### config.mk
export PLATFORM = sky130hd
export DESIGN_NAME = vga_scanout
export DESIGN_NICKNAME = d
export VERILOG_FILES = /design/src/rtl/vga_scanout.sv
export SDC_FILE = /design/constraint.sdc
export NUM_CORES = 1
export LEC_CHECK = 0
export ABC_AREA = 0
export BUFFER_PORTS_ARGS = -buffer_cell sky130_fd_sc_hd__clkbuf_2
export CORE_MARGIN = 2
export CORE_UTILIZATION = 57
export DETAILED_ROUTE_END_ITERATION = 10
export MAX_ROUTING_LAYER = met4
export PLACE_DENSITY = 0.81
export SYNTH_ARGS = -nofsm -noshare
export SYNTH_HDL_FRONTEND = slang
export SYNTH_SLANG_ARGS = --single-unit
### constraint.sdc
create_clock -name clk -period 2.7 [get_ports clk]
set_input_delay 0.405 -clock clk [delete_from_list [all_inputs] [get_ports clk]]
set_output_delay 0.405 -clock clk [all_outputs]
set_load 0.05 [all_outputs]
### src/rtl/vga_scanout.sv
// vga_scanout: 640x480@60 VGA timing generator that scans a 256x240 frame buffer
// out at 2x scale, centred horizontally, with a 2-cycle aligned sync/de/pixel pipeline.
//
// Ports:
//   clk            pixel clock, one VGA pixel per cycle
//   rst            synchronous active-low reset
//   test_mode      (VGA_TEST_PATTERN_EN only) colour bars instead of memory
//   vga_read_row   frame-buffer row address (0..239), combinational from counters
//   vga_read_col   frame-buffer column address (0..255), combinational from counters
//   vga_read_data  frame-buffer data, valid one cycle after the address
//   vga_done       high while the frame buffer is not being read (vertical blank)
//   hsync, vsync   active-low syncs, registered
//   de             display enable, registered
//   pixel_idx      colour index, registered
//
// Optional feature macro: VGA_TEST_PATTERN_EN (adds test_mode and 8 colour bars).
// Vertical timing is parameterised in lines; the defaults give standard 640x480.

module vga_scanout #(
    parameter int unsigned H_OFFSET   = 64,
    parameter logic [7:0]  BORDER_IDX = 8'h00,
    parameter int unsigned V_VISIBLE  = 480,
    parameter int unsigned V_FRONT    = 10,
    parameter int unsigned V_SYNC     = 2,
    parameter int unsigned V_BACK     = 33
) (
    input  logic       clk,
    input  logic       rst,
`ifdef VGA_TEST_PATTERN_EN
    input  logic       test_mode,
`endif
    output logic [9:0] vga_read_row,
    output logic [9:0] vga_read_col,
    input  logic [7:0] vga_read_data,
    output logic       vga_done,
    output logic       hsync,
    output logic       vsync,
    output logic       de,
    output logic [7:0] pixel_idx
);

    localparam int unsigned H_VISIBLE    = 640;
    localparam int unsigned H_FRONT      = 16;
    localparam int unsigned H_SYNC       = 96;
    localparam int unsigned H_BACK       = 48;
    localparam int unsigned H_TOTAL      = H_VISIBLE + H_FRONT + H_SYNC + H_BACK;
    localparam int unsigned H_SYNC_START = H_VISIBLE + H_FRONT;
    localparam int unsigned H_SYNC_END   = H_SYNC_START + H_SYNC - 1;
    localparam int unsigned V_TOTAL      = V_VISIBLE + V_FRONT + V_SYNC + V_BACK;
    localparam int unsigned V_SYNC_START = V_VISIBLE + V_FRONT;
    localparam int unsigned V_SYNC_END   = V_SYNC_START + V_SYNC - 1;
    localparam int unsigned IMG_W        = 512;
    localparam int unsigned CNT_W        = 10;

    // Counter state
    logic [CNT_W-1:0] h_q, h_d;
    logic [CNT_W-1:0] v_q, v_d;
    logic             done_q, done_d;

    // Stage 1: timing decoded from counters, aligned with memory read latency
    logic             s1_hs_q, s1_vs_q, s1_de_q, s1_win_q;
    logic             s1_hs_d, s1_vs_d, s1_de_d;
`ifdef VGA_TEST_PATTERN_EN
    logic             s1_tm_q;
    logic [2:0]       s1_bar_q;
`endif

    // Stage 2: output registers
    logic             hsync_q, vsync_q, de_q;
    logic [7:0]       pix_q, pix_d;

    // Combinational decode
    logic             h_last_c, v_last_c;
    logic             win_c;
    logic [8:0]       img_col_c;

    // Counter advance and wrap
    always_comb begin
        h_last_c = (h_q == CNT_W'(H_TOTAL - 1));
        v_last_c = (v_q == CNT_W'(V_TOTAL - 1));
        h_d      = h_q + CNT_W'(1);
        v_d      = v_q;
        if (h_last_c) begin
            h_d = '0;
            v_d = v_last_c ? '0 : v_q + CNT_W'(1);
        end
    end

    // Image window and read address; gated by rst so addresses are 0 in reset
    always_comb begin
        win_c     = rst
                    && (h_q >= CNT_W'(H_OFFSET))
                    && (h_q <  CNT_W'(H_OFFSET + IMG_W))
                    && (v_q <  CNT_W'(V_VISIBLE));
        img_col_c = 9'((h_q - CNT_W'(H_OFFSET)) >> 1);
        vga_read_row = '0;
        vga_read_col = '0;
        if (win_c) begin
            vga_read_row = {1'b0, v_q[CNT_W-1:1]};
            vga_read_col = {1'b0, img_col_c};
        end
    end

    // Raw sync/de from counter state
    always_comb begin
        s1_hs_d = !((h_q >= CNT_W'(H_SYNC_START)) && (h_q <= CNT_W'(H_SYNC_END)));
        s1_vs_d = !((v_q >= CNT_W'(V_SYNC_START)) && (v_q <= CNT_W'(V_SYNC_END)));
        s1_de_d = (h_q < CNT_W'(H_VISIBLE)) && (v_q < CNT_W'(V_VISIBLE));
    end

    // vga_done: set after the last visible line's final read, cleared at frame wrap
    always_comb begin
        done_d = done_q;
        if (h_last_c && (v_q == CNT_W'(V_VISIBLE - 1))) begin
            done_d = 1'b1;
        end else if (h_last_c && v_last_c) begin
            done_d = 1'b0;
        end
    end

    // Pixel select: data arrives alongside stage-1 timing
    always_comb begin
        pix_d = '0;
        if (s1_de_q) begin
            if (s1_win_q) begin
`ifdef VGA_TEST_PATTERN_EN
                pix_d = s1_tm_q ? {5'd0, s1_bar_q} : vga_read_data;
`else
                pix_d = vga_read_data;
`endif
            end else begin
                pix_d = BORDER_IDX;
            end
        end
    end

    // Counters, vga_done and both pipeline stages
    always_ff @(posedge clk) begin
        if (!rst) begin
            h_q      <= '0;
            v_q      <= '0;
            done_q   <= 1'b0;
            s1_hs_q  <= 1'b1;
            s1_vs_q  <= 1'b1;
            s1_de_q  <= 1'b0;
            s1_win_q <= 1'b0;
            hsync_q  <= 1'b1;
            vsync_q  <= 1'b1;
            de_q     <= 1'b0;
            pix_q    <= '0;
        end else begin
            h_q      <= h_d;
            v_q      <= v_d;
            done_q   <= done_d;
            s1_hs_q  <= s1_hs_d;
            s1_vs_q  <= s1_vs_d;
            s1_de_q  <= s1_de_d;
            s1_win_q <= win_c;
            hsync_q  <= s1_hs_q;
            vsync_q  <= s1_vs_q;
            de_q     <= s1_de_q;
            pix_q    <= pix_d;
        end
    end

`ifdef VGA_TEST_PATTERN_EN
    // Bar number = source column / 32, carried alongside the memory read
    always_ff @(posedge clk) begin
        if (!rst) begin
            s1_tm_q  <= 1'b0;
            s1_bar_q <= '0;
        end else begin
            s1_tm_q  <= test_mode;
            s1_bar_q <= img_col_c[7:5];
        end
    end
`endif

    assign vga_done  = done_q;
    assign hsync     = hsync_q;
    assign vsync     = vsync_q;
    assign de        = de_q;
    assign pixel_idx = pix_q;

endmodule

== After elaboration in Yosys (flattened, before gate mapping) ==
Cells that the tools add are included.

* Flip-flop bits (word level): 36
* Input port bits: 10
* Output and inout bits: 32
* Word-level logic and storage cells: 44

* Add/subtract/negate cells: 3
* Order comparisons: 8
* Equality and inequality tests: 3
* Mux-type cells: 5
* Bitwise operators: 1
* Reduce and logical (&&, ||, !) cells: 13

{| class="wikitable"
|+ Operators by type and width
! kind !! number
|-
| $add A10 B1 Y10 const B || 2
|-
| $eq A10 B10 Y1 const B || 2
|-
| $lt A10 B10 Y1 const B || 2
|-
| $mux W9 || 2
|-
| $eq A10 B9 Y1 const B || 1
|-
| $ge A10 B10 Y1 const B || 1
|-
| $ge A10 B7 Y1 const B || 1
|-
| $ge A10 B9 Y1 const B || 1
|-
| $le A10 B10 Y1 const B || 1
|-
| $le A10 B9 Y1 const B || 1
|-
| $lt A10 B9 Y1 const B || 1
|-
| $mux W10 || 1
|-
| $sub A10 B7 Y10 const B || 1
|-
| $logic_and A1 B1 Y1 || 8
|-
| $reduce_and A3 Y1 || 1
|-
| $logic_not A1 Y1 || 2
|-
| $mux W1 || 2
|-
| $reduce_bool A2 Y1 || 1
|-
| $reduce_or A2 Y1 || 1
|-
| $not A1 Y1 || 1
|}

== Logic depth before layout (Yosys ltp) ==
* Depth after elaboration: 5
* Mapped depth: 7
* Mapped depth without buffers: 6

== Least setup slack after synthesis ==
OpenSTA, ideal clock, no wires.

* Path kind: reg-to-output
* From: register h_q[7]
* To: output vga_read_col[7]
* Arrival time: 2.391 ns
* Slack: -0.096 ns
* Stages on the path, launching flop included: 7
* Path buffers: 0
* Cells stage by stage: dfxtp_1 > inv_1 > ha_1 > nand2b_1 > a211oi_2 > a211oi_4 > a21boi_0

* Longest elaborated chain between the ends: 5
* Elaborated cells on any way between the ends: 7
* Classes of those cells: add/sub: 1; order compare: 2; mux: 1; reduce/logical: 3

{| class="wikitable"
|+ RTL lines
! what !! RTL line !! text
|-
| start: declaration || 56 || <nowiki>logic [CNT_W-1:0] h_q, h_d;</nowiki>
|-
| start signal: assignment || 140 || <nowiki>h_q <= '0;</nowiki>
|-
| start signal: assignment || 152 || <nowiki>h_q <= h_d;</nowiki>
|-
| $ge A10 B7 Y1 || 92 || <nowiki>&& (h_q >= CNT_W'(H_OFFSET))</nowiki>
|-
| $logic_and A1 B1 Y1 || 92 ||
|-
| $logic_and A1 B1 Y1 || 93 || <nowiki>&& (h_q < CNT_W'(H_OFFSET + IMG_W))</nowiki>
|-
| $logic_and A1 B1 Y1 || 94 || <nowiki>&& (v_q < CNT_W'(V_VISIBLE));</nowiki>
|-
| $mux W9 (*) || 98 || <nowiki>if (win_c) begin</nowiki>
|-
| end: declaration || 33 || <nowiki>output logic [9:0] vga_read_col,</nowiki>
|}

Mark *: on every way between the ends. The rest lies on a longest branch, timed or not.

== Final worst setup path ==
* From: register h_q[7]
* To: output vga_read_col[5]

* Longest elaborated chain between the ends: 5
* Elaborated cells on any way between the ends: 6
* Classes of those cells: order compare: 2; mux: 1; reduce/logical: 3

{| class="wikitable"
|+ RTL lines
! what !! RTL line
|-
| $ge A10 B7 Y1 || 92
|-
| $logic_and A1 B1 Y1 || 92
|-
| $logic_and A1 B1 Y1 (*) || 93
|-
| $logic_and A1 B1 Y1 (*) || 94
|-
| $mux W9 (*) || 98
|}

Marks and branches as above.

==> qor.yml <==
num_vias: 1432
max-cap-violations: 0
synth-seq-area-share: 0.4036
critPathLaunchType: "flop"
status: "completed"
ant_nets: 0
hold_viol: 0
yosysUniqueCellTypes: 41
rsz0062_at_grt: "no"
syn_area_sq_mm: 0.001785
viasPerCell: 5.151
synth-compound-area-share: 0.06797
synth_edf_count: 0
slowest_delay_ns: 0.41
initial_core_util: 0.5897
grt_usage: 0.2311
cts_tree: "done"
critical_path_arrival_ns: 2.17
wl_um: 3597
cts.reportedPaths.clkPinSlew_ns: 0.11
fmax_mhz: 388.0
slew_viol_final: 0
cellPowerDensity_mw_per_mm2: 483.2
synth_most_common_cell: "dfxtp_1"
ios: 42
n_antenna_cell: 0
netlist_instances: 193
crit_path_end_kind: "output port"
yosysTopAreaCell: "dfxtp_1"
reg2reg_depth: 5
final_net_count: 253
grt_pass1_wl_um: 5954
ys_ff_latch: 36
fp.dieArea_sq_mm: 0.003596
drt_iter0_drc: 53
stdcell_area_sq_mm: 0.002088
fin_crit_sh: 0.9545
synth_xor_area_frac: 0.06868
drcViolationCount: 0
root_buffer: "clkbuf_4"
synthAdderAreaFrac: 0.07008
layout-drive-gt1-share: 0.2650
grt_pass1_vias: 1347
r2r_end: "vga_done"
crit_required_ns: 2.30
yosys_warnings: 0
skew_ns: 0.008847
hold_end: "pixel_idx[7]"
crit_start: "h_q[7]"
setup_violations: 0
synthTopCellsByCount: "36 x dfxtp_1, 26 x and2_1, 15 x nor2_1, 10 x ha_1"
dp_hpwl_um: 2559
synth_top_area_share: 0.4036
ff2ff_setup_slack_ns: 0.73
io_buffers: 38
synth_top_family_by_area: "simple AND/OR/NAND/NOR gates"
power.leakage_nw: 0.9044
period_minus_slack_ns: 2.577
core_sq_mm: 0.003028
grt_max_degree: 12
crit_path_top_delay_cell: "dfxtp_2"
cts.path.max_buffers: 2
setup_tns_ns: 0
row_count: 20
clock_latency_ns: 0.35
crit_type: "reg -> out"
firstDrtPassIters: 4
antenna_found_initial: 0
postSynthAreaPerCell_sq_um: 9.251
tritoncts_num_sinks: 36
grt_overflow: 0
gp_congestion: 0.8509
synth_ff_type: "dfxtp_1"
r2r_start: "h_q[0]"
die_x_um: 59.97
peakVddDrop_uv: 419.0
min_path_type: "in -> reg"
synthToLayoutAreaGrowth_pct: 16.96
placed_cell_area_sq_mm: 0.001976
min_delay_path_depth: 2
crit_chain: "inv_1 -> ha_1 -> and4bb_1 -> a211oi_2 -> a211oi_4 -> buf_4 -> and2_1 -> clkbuf_2"
synth_area_leaders: "dfxtp_1 40%, and2_1 9.1%, ha_1 7.0%"
min_from: "vga_read_data[7]"
ctsHtreeMaxLevel: 2
wire_per_inst_um: 12.94
async_reset_ff_frac: 0
muxShareOfSynthArea: 0.006307
die_y_um: 59.97
synth-simple-area-share: 0.3167
numCtsBuffers: 5
path_max_fanout: 7
[repair_timing]
| action | in CTS | in global routing |
|---|---|---|
| pin swaps | 1 | 0 |
| hold buffers | 0 | 0 |
| gates resized for setup | 0 | 16 |
| buffers inserted | 1 | 0 |
| endpoints found under the setup margin | 8 | 15 |
[cell families (layout without fill, tap and decap cells)]
group,Yosys count,in the layout
AOI/OAI and AO/OA,17,17
other,1,3
adders and majority gates,10,10
buffers and inverters,19,58
muxes,1,1
DFF,36,36
and+or+nand+nor,95,95
xor gates and xnor gates,14,14
[state kept, by name, indices dropped and copies added (netlist names)]
signal and cells:
de 1, h_q 10, hsync 1, pixel_idx 8, s1_de_q 1, s1_hs_q 1
s1_vs_q 1, s1_win_q 1, v_q 10, vga_done 1, vsync 1
[worst max-delay path by stage]
stage | end | cells past startpoint
floorplan | vga_read_col[7] | 6
global placement | vga_read_row[0] | 8
detailed placement | vga_read_row[6] | 8
CTS | vga_read_col[4] | 8
finish | vga_read_col[5] | 8
global route | vga_read_col[7] | 8
[final cells by class]
cell class              count  area, sq um
clock inverters             1        30.03
repair buffers             42        227.7
flip-flops and latches     36        723.2
multi-input cells         140        957.2
well taps                  44        55.05
inverters                   8        30.03
clock buffers               7        65.06
fillers                   292        939.7
[report_power, final]
group | leakage (nW) | switching, mW | internal (mW) | total [mW]
registers | 0.292 | 0.00596 | 0.536 | 0.542
logic | 0.561 | 0.0272 | 0.0136 | 0.0409
clock network | 0.0515 | 0.180 | 0.246 | 0.426
[routing by layer]
layer,track usage,vias up,share of wire
li1,-,720,-
met1,0.2664,656,0.43
met2,0.3820,47,0.50
met3,0.05628,9,0.056
met4,0.09524,0,0.016
met5,-,-,0
[critical path: cells and delay by family (launching register included)]
kind	cells	cell delay, ns
buf+inv	3	0.51
fa+ha+maj	1	0.20
simple gates	2	0.36
flops	1	0.41
compound gates	2	0.36
[per-stage QoR]
step | worst slack (ns) | hold slack (ns) | power, mW | instances | util
finish | 0.1228 | 0.2526 | 1.009 | 278 | 0.6897
global route | 0.007303 | 0.2556 | 1.043 | 278 | 0.6897
CTS | 0.009179 | 0.2572 | 1.009 | 278 | 0.6864
floorplan | 0.2596 | 0.3863 | 0.5836 | 195 | -
detailed placement | 0.2548 | 0.4076 | 0.5953 | 269 | 0.6525
global placement | 0.3409 | 0.3895 | 0.5943 | 269 | 0.6525
[layout by cell type, fill, tap and decap left out, types with 8 or more instances in the layout]
cell | synthesis | routed
dfxtp_1 | 36 | 34
clkbuf_2 | 0 | 27
and2_1 | 26 | 26
nor2_1 | 15 | 15
ha_1 | 10 | 10
inv_1 | 8 | 8
nand4_1 | 8 | 8
nand2_1 | 8 | 8
clkbuf_4 | 0 | 8
buf_2 | 2 | 8
(Power assumes the default switching activity.)
